### config.mk
export PLATFORM = sky130hd
export DESIGN_NAME = iir_filter_mc
export DESIGN_NICKNAME = d
export VERILOG_FILES = /design/src/rtl/iir_pkg.sv /design/src/rtl/iir_mac.sv /design/src/rtl/iir_filter_mc.sv
export SDC_FILE = /design/constraint.sdc
export NUM_CORES = 2
export LEC_CHECK = 0
export BUFFER_PORTS_ARGS = -buffer_cell sky130_fd_sc_hd__clkbuf_2
export CAP_MARGIN = 20
export CORE_MARGIN = 5
export CORE_UTILIZATION = 30
export CTS_BUF_LIST = sky130_fd_sc_hd__clkbuf_4 sky130_fd_sc_hd__clkbuf_8 sky130_fd_sc_hd__clkbuf_16
export DETAILED_ROUTE_END_ITERATION = 8
export PLACE_DENSITY = 0.52
export SYNTH_ARGS = -nofsm -noshare
export SYNTH_HDL_FRONTEND = slang
export SYNTH_HIERARCHICAL = 1
export SYNTH_SLANG_ARGS = --single-unit
### constraint.sdc
create_clock -name clk -period 11.92 [get_ports clk]
set_clock_uncertainty 0.1 [all_clocks]
set_input_delay 0.596 -clock clk [delete_from_list [all_inputs] [get_ports clk]]
set_output_delay 0.596 -clock clk [all_outputs]
set_load 0.03 [all_outputs]
### src/rtl/iir_pkg.sv
// Shared types and helpers for the multi-channel time-multiplexed IIR filter.
package iir_pkg;

    typedef enum logic [2:0] {
        IDLE  = 3'd0,
        MAC_A = 3'd1,
        MAC_B = 3'd2,
        FLUSH = 3'd3,
        DONE  = 3'd4
    } iir_state_t;

    localparam int SAT_W = 128;

    function automatic int q_bits(input int int_b, input int frac_b);
        return int_b + frac_b + 1;
    endfunction

    // Clamp a wide signed value into the signed range of an n-bit word.
    function automatic logic signed [SAT_W-1:0] sat_q(input logic signed [SAT_W-1:0] v,
                                                      input int n);
        logic signed [SAT_W-1:0] hi;
        logic signed [SAT_W-1:0] lo;
        hi = (128'sd1 <<< (n - 1)) - 128'sd1;
        lo = -(128'sd1 <<< (n - 1));
        if (v > hi) begin
            return hi;
        end else if (v < lo) begin
            return lo;
        end else begin
            return v;
        end
    endfunction

endpackage

### src/rtl/iir_mac.sv
// Shared multiply-accumulate: registered signed product feeding an accumulator
// that adds the previous cycle's product when enabled.
module iir_mac
    import iir_pkg::*;
#(
    parameter int Q_BITS = 32,
    parameter int ACC_W  = 67
) (
    input  logic                     clk,
    input  logic                     reset_n,
    input  logic                     clr_i,
    input  logic                     acc_en_i,
    input  logic signed [Q_BITS-1:0] opa_i,
    input  logic signed [Q_BITS-1:0] opb_i,
    output logic signed [ACC_W-1:0]  acc_o
);

    logic signed [2*Q_BITS-1:0] prod_d, prod_q;
    logic signed [ACC_W-1:0]    acc_d, acc_q;

    always_comb begin
        prod_d = (2*Q_BITS)'(opa_i) * (2*Q_BITS)'(opb_i);
        acc_d  = acc_q;
        if (clr_i) begin
            acc_d = {ACC_W{1'b0}};
        end else if (acc_en_i) begin
            acc_d = acc_q + ACC_W'(prod_q);
        end else begin
            acc_d = acc_q;
        end
    end

    always_ff @(posedge clk) begin
        if (!reset_n) begin
            prod_q <= {(2*Q_BITS){1'b0}};
            acc_q  <= {ACC_W{1'b0}};
        end else begin
            prod_q <= prod_d;
            acc_q  <= acc_d;
        end
    end

    assign acc_o = acc_q;

endmodule

### src/rtl/iir_filter_mc.sv
// Multi-channel direct-form-I IIR filter sharing one MAC across channels and taps.
// Define IIR_SAT_EN to clamp y to [-1, 1) instead of two's-complement wrapping.
module iir_filter_mc
    import iir_pkg::*;
#(
    parameter int  IO_B   = 16,
    parameter int  INT_B  = 7,
    parameter int  FRAC_B = 24,
    parameter int  NA     = 2,
    parameter int  NB     = 3,
    parameter int  NCH    = 2,
    localparam int Q_BITS = q_bits(INT_B, FRAC_B),
    localparam int CH_W   = (NCH > 1) ? $clog2(NCH) : 1,
    localparam int AW     = (NA + NB > 1) ? $clog2(NA + NB) : 1
) (
    input  logic                     clk,
    input  logic                     reset_n,
    input  logic signed [IO_B-1:0]   in_data,
    input  logic [CH_W-1:0]          in_ch,
    input  logic                     in_valid,
    output logic                     in_ready,
    input  logic                     coef_we,
    input  logic [AW-1:0]            coef_addr,
    input  logic signed [Q_BITS-1:0] coef_wdata,
    input  logic                     hist_clr,
    output logic signed [IO_B-1:0]   out_data,
    output logic [CH_W-1:0]          out_ch,
    output logic                     out_valid
);

    localparam int ACC_W = 2 * Q_BITS + $clog2(NA + NB);
    localparam int NMAX  = (NA > NB) ? NA : NB;
    localparam int CNT_W = (NMAX > 1) ? $clog2(NMAX) : 1;
    localparam int XSH   = FRAC_B - IO_B + 1;

    iir_state_t               state_d, state_q;
    logic [CNT_W-1:0]         cnt_d, cnt_q;
    logic [CH_W-1:0]          ch_d, ch_q;
    logic signed [Q_BITS-1:0] x_hist_d [NCH][NB];
    logic signed [Q_BITS-1:0] x_hist_q [NCH][NB];
    logic signed [Q_BITS-1:0] y_hist_d [NCH][NA];
    logic signed [Q_BITS-1:0] y_hist_q [NCH][NA];
    logic signed [Q_BITS-1:0] coef_d [NA+NB];
    logic signed [Q_BITS-1:0] coef_q [NA+NB];
    logic signed [IO_B-1:0]   res_d, res_q;
    logic [CH_W-1:0]          res_ch_d, res_ch_q;
    logic                     res_vld_d, res_vld_q;
    logic signed [IO_B-1:0]   out_data_d, out_data_q;
    logic [CH_W-1:0]          out_ch_d, out_ch_q;
    logic                     out_valid_d, out_valid_q;

    logic                     idle_s, accept_s, acc_en_s;
    logic signed [Q_BITS-1:0] x_in_s, opa_s, opb_s, y_s;
    logic signed [ACC_W-1:0]  acc_s;

    assign idle_s   = (state_q == IDLE);
    assign in_ready = idle_s && !coef_we && !hist_clr;
    assign accept_s = in_ready && in_valid;
    assign x_in_s   = Q_BITS'(in_data) <<< XSH;
    // The product register delays each tap by one cycle, so accumulation
    // starts on the second MAC_A cycle and ends in FLUSH.
    assign acc_en_s = ((state_q == MAC_A) && (cnt_q != CNT_W'(0))) ||
                      (state_q == MAC_B) || (state_q == FLUSH);

`ifdef IIR_SAT_EN
    logic signed [SAT_W-1:0] sat_w_s;
    assign sat_w_s = sat_q(SAT_W'(acc_s >>> FRAC_B), FRAC_B + 1);
    assign y_s     = Q_BITS'(sat_w_s);
`else
    assign y_s = Q_BITS'(acc_s >>> FRAC_B);
`endif

    iir_mac #(
        .Q_BITS (Q_BITS),
        .ACC_W  (ACC_W)
    ) u_mac (
        .clk      (clk),
        .reset_n  (reset_n),
        .clr_i    (accept_s),
        .acc_en_i (acc_en_s),
        .opa_i    (opa_s),
        .opb_i    (opb_s),
        .acc_o    (acc_s)
    );

    always_comb begin
        opa_s = {Q_BITS{1'b0}};
        opb_s = {Q_BITS{1'b0}};
        case (state_q)
            MAC_A: begin
                for (int k = 0; k < NA; k++) begin
                    opa_s = (cnt_q == CNT_W'(k)) ? coef_q[k] : opa_s;
                    for (int c = 0; c < NCH; c++) begin
                        opb_s = ((cnt_q == CNT_W'(k)) && (ch_q == CH_W'(c))) ?
                                y_hist_q[c][k] : opb_s;
                    end
                end
            end
            MAC_B: begin
                for (int k = 0; k < NB; k++) begin
                    opa_s = (cnt_q == CNT_W'(k)) ? coef_q[NA+k] : opa_s;
                    for (int c = 0; c < NCH; c++) begin
                        opb_s = ((cnt_q == CNT_W'(k)) && (ch_q == CH_W'(c))) ?
                                x_hist_q[c][k] : opb_s;
                    end
                end
            end
            default: begin
                opa_s = {Q_BITS{1'b0}};
                opb_s = {Q_BITS{1'b0}};
            end
        endcase
    end

    // In IDLE: history clear beats coefficient write beats sample accept.
    always_comb begin
        x_hist_d = x_hist_q;
        y_hist_d = y_hist_q;
        coef_d   = coef_q;
        if (idle_s && hist_clr) begin
            x_hist_d = '{default: {Q_BITS{1'b0}}};
            y_hist_d = '{default: {Q_BITS{1'b0}}};
        end else if (idle_s && coef_we) begin
            for (int i = 0; i < NA + NB; i++) begin
                coef_d[i] = (coef_addr == AW'(i)) ? coef_wdata : coef_q[i];
            end
        end else if (accept_s) begin
            for (int c = 0; c < NCH; c++) begin
                for (int k = NB - 1; k >= 1; k--) begin
                    x_hist_d[c][k] = (in_ch == CH_W'(c)) ? x_hist_q[c][k-1] : x_hist_q[c][k];
                end
                x_hist_d[c][0] = (in_ch == CH_W'(c)) ? x_in_s : x_hist_q[c][0];
            end
        end else if (state_q == DONE) begin
            for (int c = 0; c < NCH; c++) begin
                for (int k = NA - 1; k >= 1; k--) begin
                    y_hist_d[c][k] = (ch_q == CH_W'(c)) ? y_hist_q[c][k-1] : y_hist_q[c][k];
                end
                y_hist_d[c][0] = (ch_q == CH_W'(c)) ? y_s : y_hist_q[c][0];
            end
        end else begin
            x_hist_d = x_hist_q;
        end
    end

    always_comb begin
        state_d   = state_q;
        cnt_d     = cnt_q;
        ch_d      = ch_q;
        res_d     = res_q;
        res_ch_d  = res_ch_q;
        res_vld_d = 1'b0;
        case (state_q)
            IDLE: begin
                if (accept_s) begin
                    state_d = MAC_A;
                    cnt_d   = CNT_W'(0);
                    ch_d    = in_ch;
                end else begin
                    state_d = IDLE;
                end
            end
            MAC_A: begin
                if (cnt_q == CNT_W'(NA - 1)) begin
                    state_d = MAC_B;
                    cnt_d   = CNT_W'(0);
                end else begin
                    cnt_d = cnt_q + CNT_W'(1);
                end
            end
            MAC_B: begin
                if (cnt_q == CNT_W'(NB - 1)) begin
                    state_d = FLUSH;
                    cnt_d   = CNT_W'(0);
                end else begin
                    cnt_d = cnt_q + CNT_W'(1);
                end
            end
            FLUSH: state_d = DONE;
            DONE: begin
                state_d   = IDLE;
                res_d     = y_s[FRAC_B -: IO_B];
                res_ch_d  = ch_q;
                res_vld_d = 1'b1;
            end
            default: state_d = IDLE;
        endcase
    end

    // Output stage retimes the result off the accumulator path.
    always_comb begin
        out_data_d  = res_vld_q ? res_q : out_data_q;
        out_ch_d    = res_vld_q ? res_ch_q : out_ch_q;
        out_valid_d = res_vld_q;
    end

    always_ff @(posedge clk) begin
        if (!reset_n) begin
            state_q     <= IDLE;
            cnt_q       <= CNT_W'(0);
            ch_q        <= CH_W'(0);
            x_hist_q    <= '{default: {Q_BITS{1'b0}}};
            y_hist_q    <= '{default: {Q_BITS{1'b0}}};
            coef_q      <= '{default: {Q_BITS{1'b0}}};
            res_q       <= {IO_B{1'b0}};
            res_ch_q    <= CH_W'(0);
            res_vld_q   <= 1'b0;
            out_data_q  <= {IO_B{1'b0}};
            out_ch_q    <= CH_W'(0);
            out_valid_q <= 1'b0;
        end else begin
            state_q     <= state_d;
            cnt_q       <= cnt_d;
            ch_q        <= ch_d;
            x_hist_q    <= x_hist_d;
            y_hist_q    <= y_hist_d;
            coef_q      <= coef_d;
            res_q       <= res_d;
            res_ch_q    <= res_ch_d;
            res_vld_q   <= res_vld_d;
            out_data_q  <= out_data_d;
            out_ch_q    <= out_ch_d;
            out_valid_q <= out_valid_d;
        end
    end

    assign out_data  = out_data_q;
    assign out_ch    = out_ch_q;
    assign out_valid = out_valid_q;

endmodule
# Word level (Yosys, flattened, before mapping)
# Cells that the tools add are included.
# classes
addsub	2
n_mul	1
eq_ne	13
muxes	26
bitwise	6
reduce_logical	35
# op_table
cell	count
32-bit 2-to-1 mux	15
32-bit case mux with 2 select lines	2
67-bit by 64-bit adder with 67-bit output	1
32-bit by 32-bit multiplier with 64-bit output	1
3-bit AND reduction	7
3-bit by 2-bit == test with 1-bit output (second input constant)	4
1-bit logical AND	12
3-bit case mux with 4 select lines	1
4-bit AND reduction	2
3-bit by 1-bit == test with 1-bit output (second input constant)	2
3-bit == test (second input constant)	2
3-bit zero test	2
2-bit 2-to-1 mux	3
3-bit 2-to-1 mux	2
2-bit by 1-bit != test with 1-bit output (second input constant)	3
1-bit NOT	6
2-bit case mux with 3 select lines	1
2-bit AND reduction	3
2-bit OR reduction	2
3-bit nonzero test	1
2-bit by 1-bit adder with 2-bit output (second input constant)	1
2-bit by 1-bit == test with 1-bit output (second input constant)	1
2-bit == test (second input constant)	1
1-bit zero test	2
4 further kinds	6
# word_totals
ff_bits	557
in_bits	57
out_inout_bits	19
elab_cells	109

# Longest topological paths before layout
# logic_depth
depth_word	10
ltp_mapped	35
mapped_depth_nobuf	31

# Hierarchy
# The synthesis kept the hierarchy.
# modules_own_cells
module	n_inst	cells_per_inst	area_each_um2	seq_area_each_um2
iir_mac	1	4802	43992.2	2622.5
iir_filter_mc	1	2235	18157.4	8528.2

# Worst setup path before layout
# No wires, ideal clock.
# synth_timing
path_kind	register to register
start	register state_q[1]
end	register u_mac.prod_q[60]
setup_ns	0.062
arrival_time_ns	9.157
t_required_ns	11.758
path_slack_ns	2.601
path_stages_with_launch	35
path_buffers	4
period_less_slack_ns	9.319
path_cell_list	dfxtp_1 buf_2 nand2b_1 nor3_2 clkbuf_1 o21ai_0 a21oi_1 clkbuf_1 nand2_1 inv_1 fa_1 inv_1 fa_1 fa_1 inv_1 fa_1 inv_1 fa_1 inv_1 fa_1 inv_1 fa_1 inv_1 fa_1 ha_1 buf_4 nand2_1 nor2_1 a221oi_2 nor2_1 or4_1 a31o_1 a41o_1 or4_1 nand3_1
# synth_between
elab_chain_len	3
word_cells_on_any_way	5
cone_classes	mul (1); eq/ne (2); mux (2)
# synth_rtl
element	line	source
start: declaration	iir_filter_mc.sv:36	iir_state_t state_d, state_q;
start signal: assignment	iir_filter_mc.sv:212	state_q <= state_d;
3-bit by 2-bit == test with 1-bit output or 3-bit by 1-bit == test with 1-bit output (tied branches)	iir_filter_mc.sv:89	case (state_q)
32-bit case mux with 2 select lines *	iir_filter_mc.sv:89	
named net opb_s[5]	iir_filter_mc.sv:53	logic signed [Q_BITS-1:0] x_in_s, opa_s, opb_s, y_s;
32-bit by 32-bit multiplier with 64-bit output *	iir_mac.sv:22	prod_d = (2*Q_BITS)'(opa_i) * (2*Q_BITS)'(opb_i);
end signal: assignment	iir_mac.sv:35	prod_q <= {(2*Q_BITS){1'b0}};
end signal: assignment	iir_mac.sv:38	prod_q <= prod_d;
end: declaration	iir_mac.sv:18	logic signed [2*Q_BITS-1:0] prod_d, prod_q;
# The timed path passes the listed nets; every way through them passes the cells marked *.
# A chain may end at the register's enable or synchronous reset.

# Final worst setup path
# layout_timing
start	register cnt_q[1]
end	register u_mac.prod_q[53]
# layout_between
elab_chain_len	10
word_cells_on_any_way	27
cone_classes	mul (1); eq/ne (2); mux (17); reduce/logical (7)
# layout_rtl
element	line	source
start: declaration	iir_filter_mc.sv:37	logic [CNT_W-1:0] cnt_d, cnt_q;
start signal: assignment	iir_filter_mc.sv:213	cnt_q <= cnt_d;
2-bit zero test	iir_filter_mc.sv:94, iir_filter_mc.sv:103	
1-bit logical AND	iir_filter_mc.sv:94, iir_filter_mc.sv:103	
32-bit 2-to-1 mux (6 in a row)	iir_filter_mc.sv:103	opb_s = ((cnt_q == CNT_W'(k)) && (ch_q == CH_W'(c))) ?
32-bit case mux with 2 select lines *	iir_filter_mc.sv:89	
named net opb_s[9]	iir_filter_mc.sv:53	
32-bit by 32-bit multiplier with 64-bit output *	iir_mac.sv:22	
# Marked as above.

==> reports/results.ini <==
[sta]
period_needed_ns=10.39
grt_setup_unrepaired=no
report.final.hold_viol_count=0
slew_headroom_pct=25.6
slew_viol_final=0
fin_setup_tns_ns=0
setup_viol_count_final=0
fin_ws_ns=1.53
worst_pin_slew_ns=1.12
finalCritPeriodShare_pct=87.2
fmax_mhz=96.2

[grt]
grt_use_total_pct=17.0
first_global_vias=45500
grt_max_degree=108
grt_first_pass_wirelength_microns=274000
antenna_found_initial=9
grt_overflow=0

[cells_and_area]
seqCellArea_sq_um=10800
drive_gt1_share_pct=7.31
nFillCells=20100
fin_nets=7715
syn2layout_area_growth_pct=8.86
multi_input_area_sq_um=42300

[critical_path]
path_delay_family=adder cells
crit_top_cell=fa_1
path_cells=nand2b_1 > o22ai_1 > nor2_1 > o22ai_4 > buf_4 > nand2_1 > fa_1 > fa_1 > fa_1 > fa_1 > inv_1 > fa_1 > fa_1 > fa_1 > fa_1 > ha_1 > a21o_1 > a21o_1 > a221o_1 > a2111o_1 > a221o_1 > a31oi_1 > xnor2_1 > and2_1
slowest_stage=fa_1
critPathLaunchType=flop
critical_path_class=reg2reg
path_buf_inv=2
cp-end-kind=flop
rr_worst_depth=24
cpPeakStageDelay_ns=0.87
cp_data_required_time_ns=12.39
cp.depth=24
cp_max_fo=22
cp.arrival_ns=10.87

[pwr]
ir_drop_uv=123
powerDensity_nw_per_um2=63.1
p_leak_nw=28.2

[synth]
syn_avg_cell_area_sq_um=8.81
syn_nets=7877
yosys_warnings=6
netlist_area_sq_um=58100
syn-instance-count=6590

[clocking]
hold_buffers=5
cts_resized=0
cts_buffer_depth=3
cts_sinks=538
cts_setup_buffers=0
cts_made_buffers=60
tritoncts=yes
clk_latency_ns=0.71
htreeDepth=2
clkTransAtPathRegs_ns=0.06
cts_root_buf=clkbuf_16

[route]
drc=0
drt-total-wl_microns=173000
via_per_inst=4.83
dr.pass1.iters=6
route.vias.total=43500
ant_nets=0
drt-initial-drc-count=2511
routedWlPerCell_microns=19.2

[floorplan]
die_area_sq_um=202000
io-pin-count=76
rows=161
start_util_pct=30.2
fp.dieH_microns=450
core_region_area_sq_um=193000
fp.dieW_microns=450

[placement]
post-place-ws_ns=1.50
port_buffers=75
routabilityCongestion=0.884
place_hpwl_microns=132000

[worst_hold_path]
hold_path_class=in2reg
whs_path_depth=3

[status]
outcome=completed

[run]
maxCapViolCount=0

## routing by layer
layer,share of wire (%),GRT usage [%]
met5,0.016,0
met4,2.2,3.52
met3,4.7,2.28
met2,48,29.0
met1,45,23.1
## cell type report
| class | instances | area share, % |
|---|---|---|
| Sequential cell | 538 | 17.1 |
| Inverter | 923 | 5.48 |
| Antenna cell | 5 | 0.0198 |
| Clock buffer | 88 | 2.80 |
| Timing Repair Buffer | 207 | 2.25 |
| Multi-Input combinational cell | 4698 | 66.9 |
| Clock inverter | 20 | 0.531 |
| Tap cell | 2526 | 5.00 |
## cells in the final DEF (no fill, tap or decap), types with 74 or more instances in the layout
cell         n
nor2_1     142
inv_1      922
nand2_1   1295
dfxtp_1    536
nand3_1     88
and2_1     560
buf_4      124
clkbuf_2    74
fa_1       998
a21oi_1    349
ha_1       232
mux2i_1    104
mux2_2      82
o21ai_0    137
## sequential cells by signal, indices dropped and copies added, names as in the netlist, 2 cells and up
| signal | flops |
|---|---|
| res_q | 16 |
| u_mac/acc_o | 56 |
| out_data | 16 |
| coef_q | 160 |
| cnt_q | 2 |
| x_hist_q | 96 |
| u_mac/prod_q | 56 |
| state_q | 3 |
| y_hist_q | 128 |
## worst reg2reg max path, cell delays in order, from the launching register on
cell      delay, ns
dfxtp_1        0.77
nand2b_1       0.79
o22ai_1        0.39
nor2_1         0.13
o22ai_4        0.72
buf_4          0.35
nand2_1        0.10
fa_1           0.63
fa_1           0.87
fa_1           0.55
fa_1           0.52
inv_1          0.05
fa_1           0.46
fa_1           0.54
fa_1           0.46
fa_1           0.52
ha_1           0.42
a21o_1         0.22
a21o_1         0.18
a221o_1        0.32
a2111o_1       0.44
a221o_1        0.34
a31oi_1        0.22
xnor2_1        0.09
and2_1         0.15
## power by group
part           leakage [nW]  switching, mW  internal [mW]  total, mW
clock network          1.05          0.813           1.16       1.97
logic                  22.8          0.136         0.0555      0.192
registers              4.34         0.0120           1.81       1.82
## through the flow
step | hold slack (ns) | cells | area (sq um) | util (%) | power [mW]
2_1_floorplan | 0.332 | 6590 | 58100 | - | 1.97
3_3_place_gp | 0.338 | 8884 | 61000 | 31.7 | 2.05
3_5_place_dp | 0.343 | 8885 | 61000 | 31.7 | 2.05
4_1_cts | 0.0216 | 8998 | 63100 | 32.8 | 4.04
5_1_grt | 0.0327 | 9001 | 63200 | 32.8 | 4.13
6_report | 0.0543 | 9005 | 63200 | 32.8 | 3.99
## path summary, 6_finish.rpt
kind              slack [ns]                 startpoint                           to
setup / recovery        1.53      cnt_q[1]$_SDFFE_PN0P_  u_mac/prod_q[53]$_SDFF_PN0_
hold reg to reg         0.31  y_hist_q[34]$_SDFFE_PP0P_     y_hist_q[2]$_SDFFE_PP0P_
hold / removal          0.05                 in_data[8]   x_hist_q[177]$_SDFFE_PP0P_
setup reg to reg        1.53      cnt_q[1]$_SDFFE_PN0P_  u_mac/prod_q[53]$_SDFF_PN0_
No activity file was read; power rests on OpenSTA's default activity.
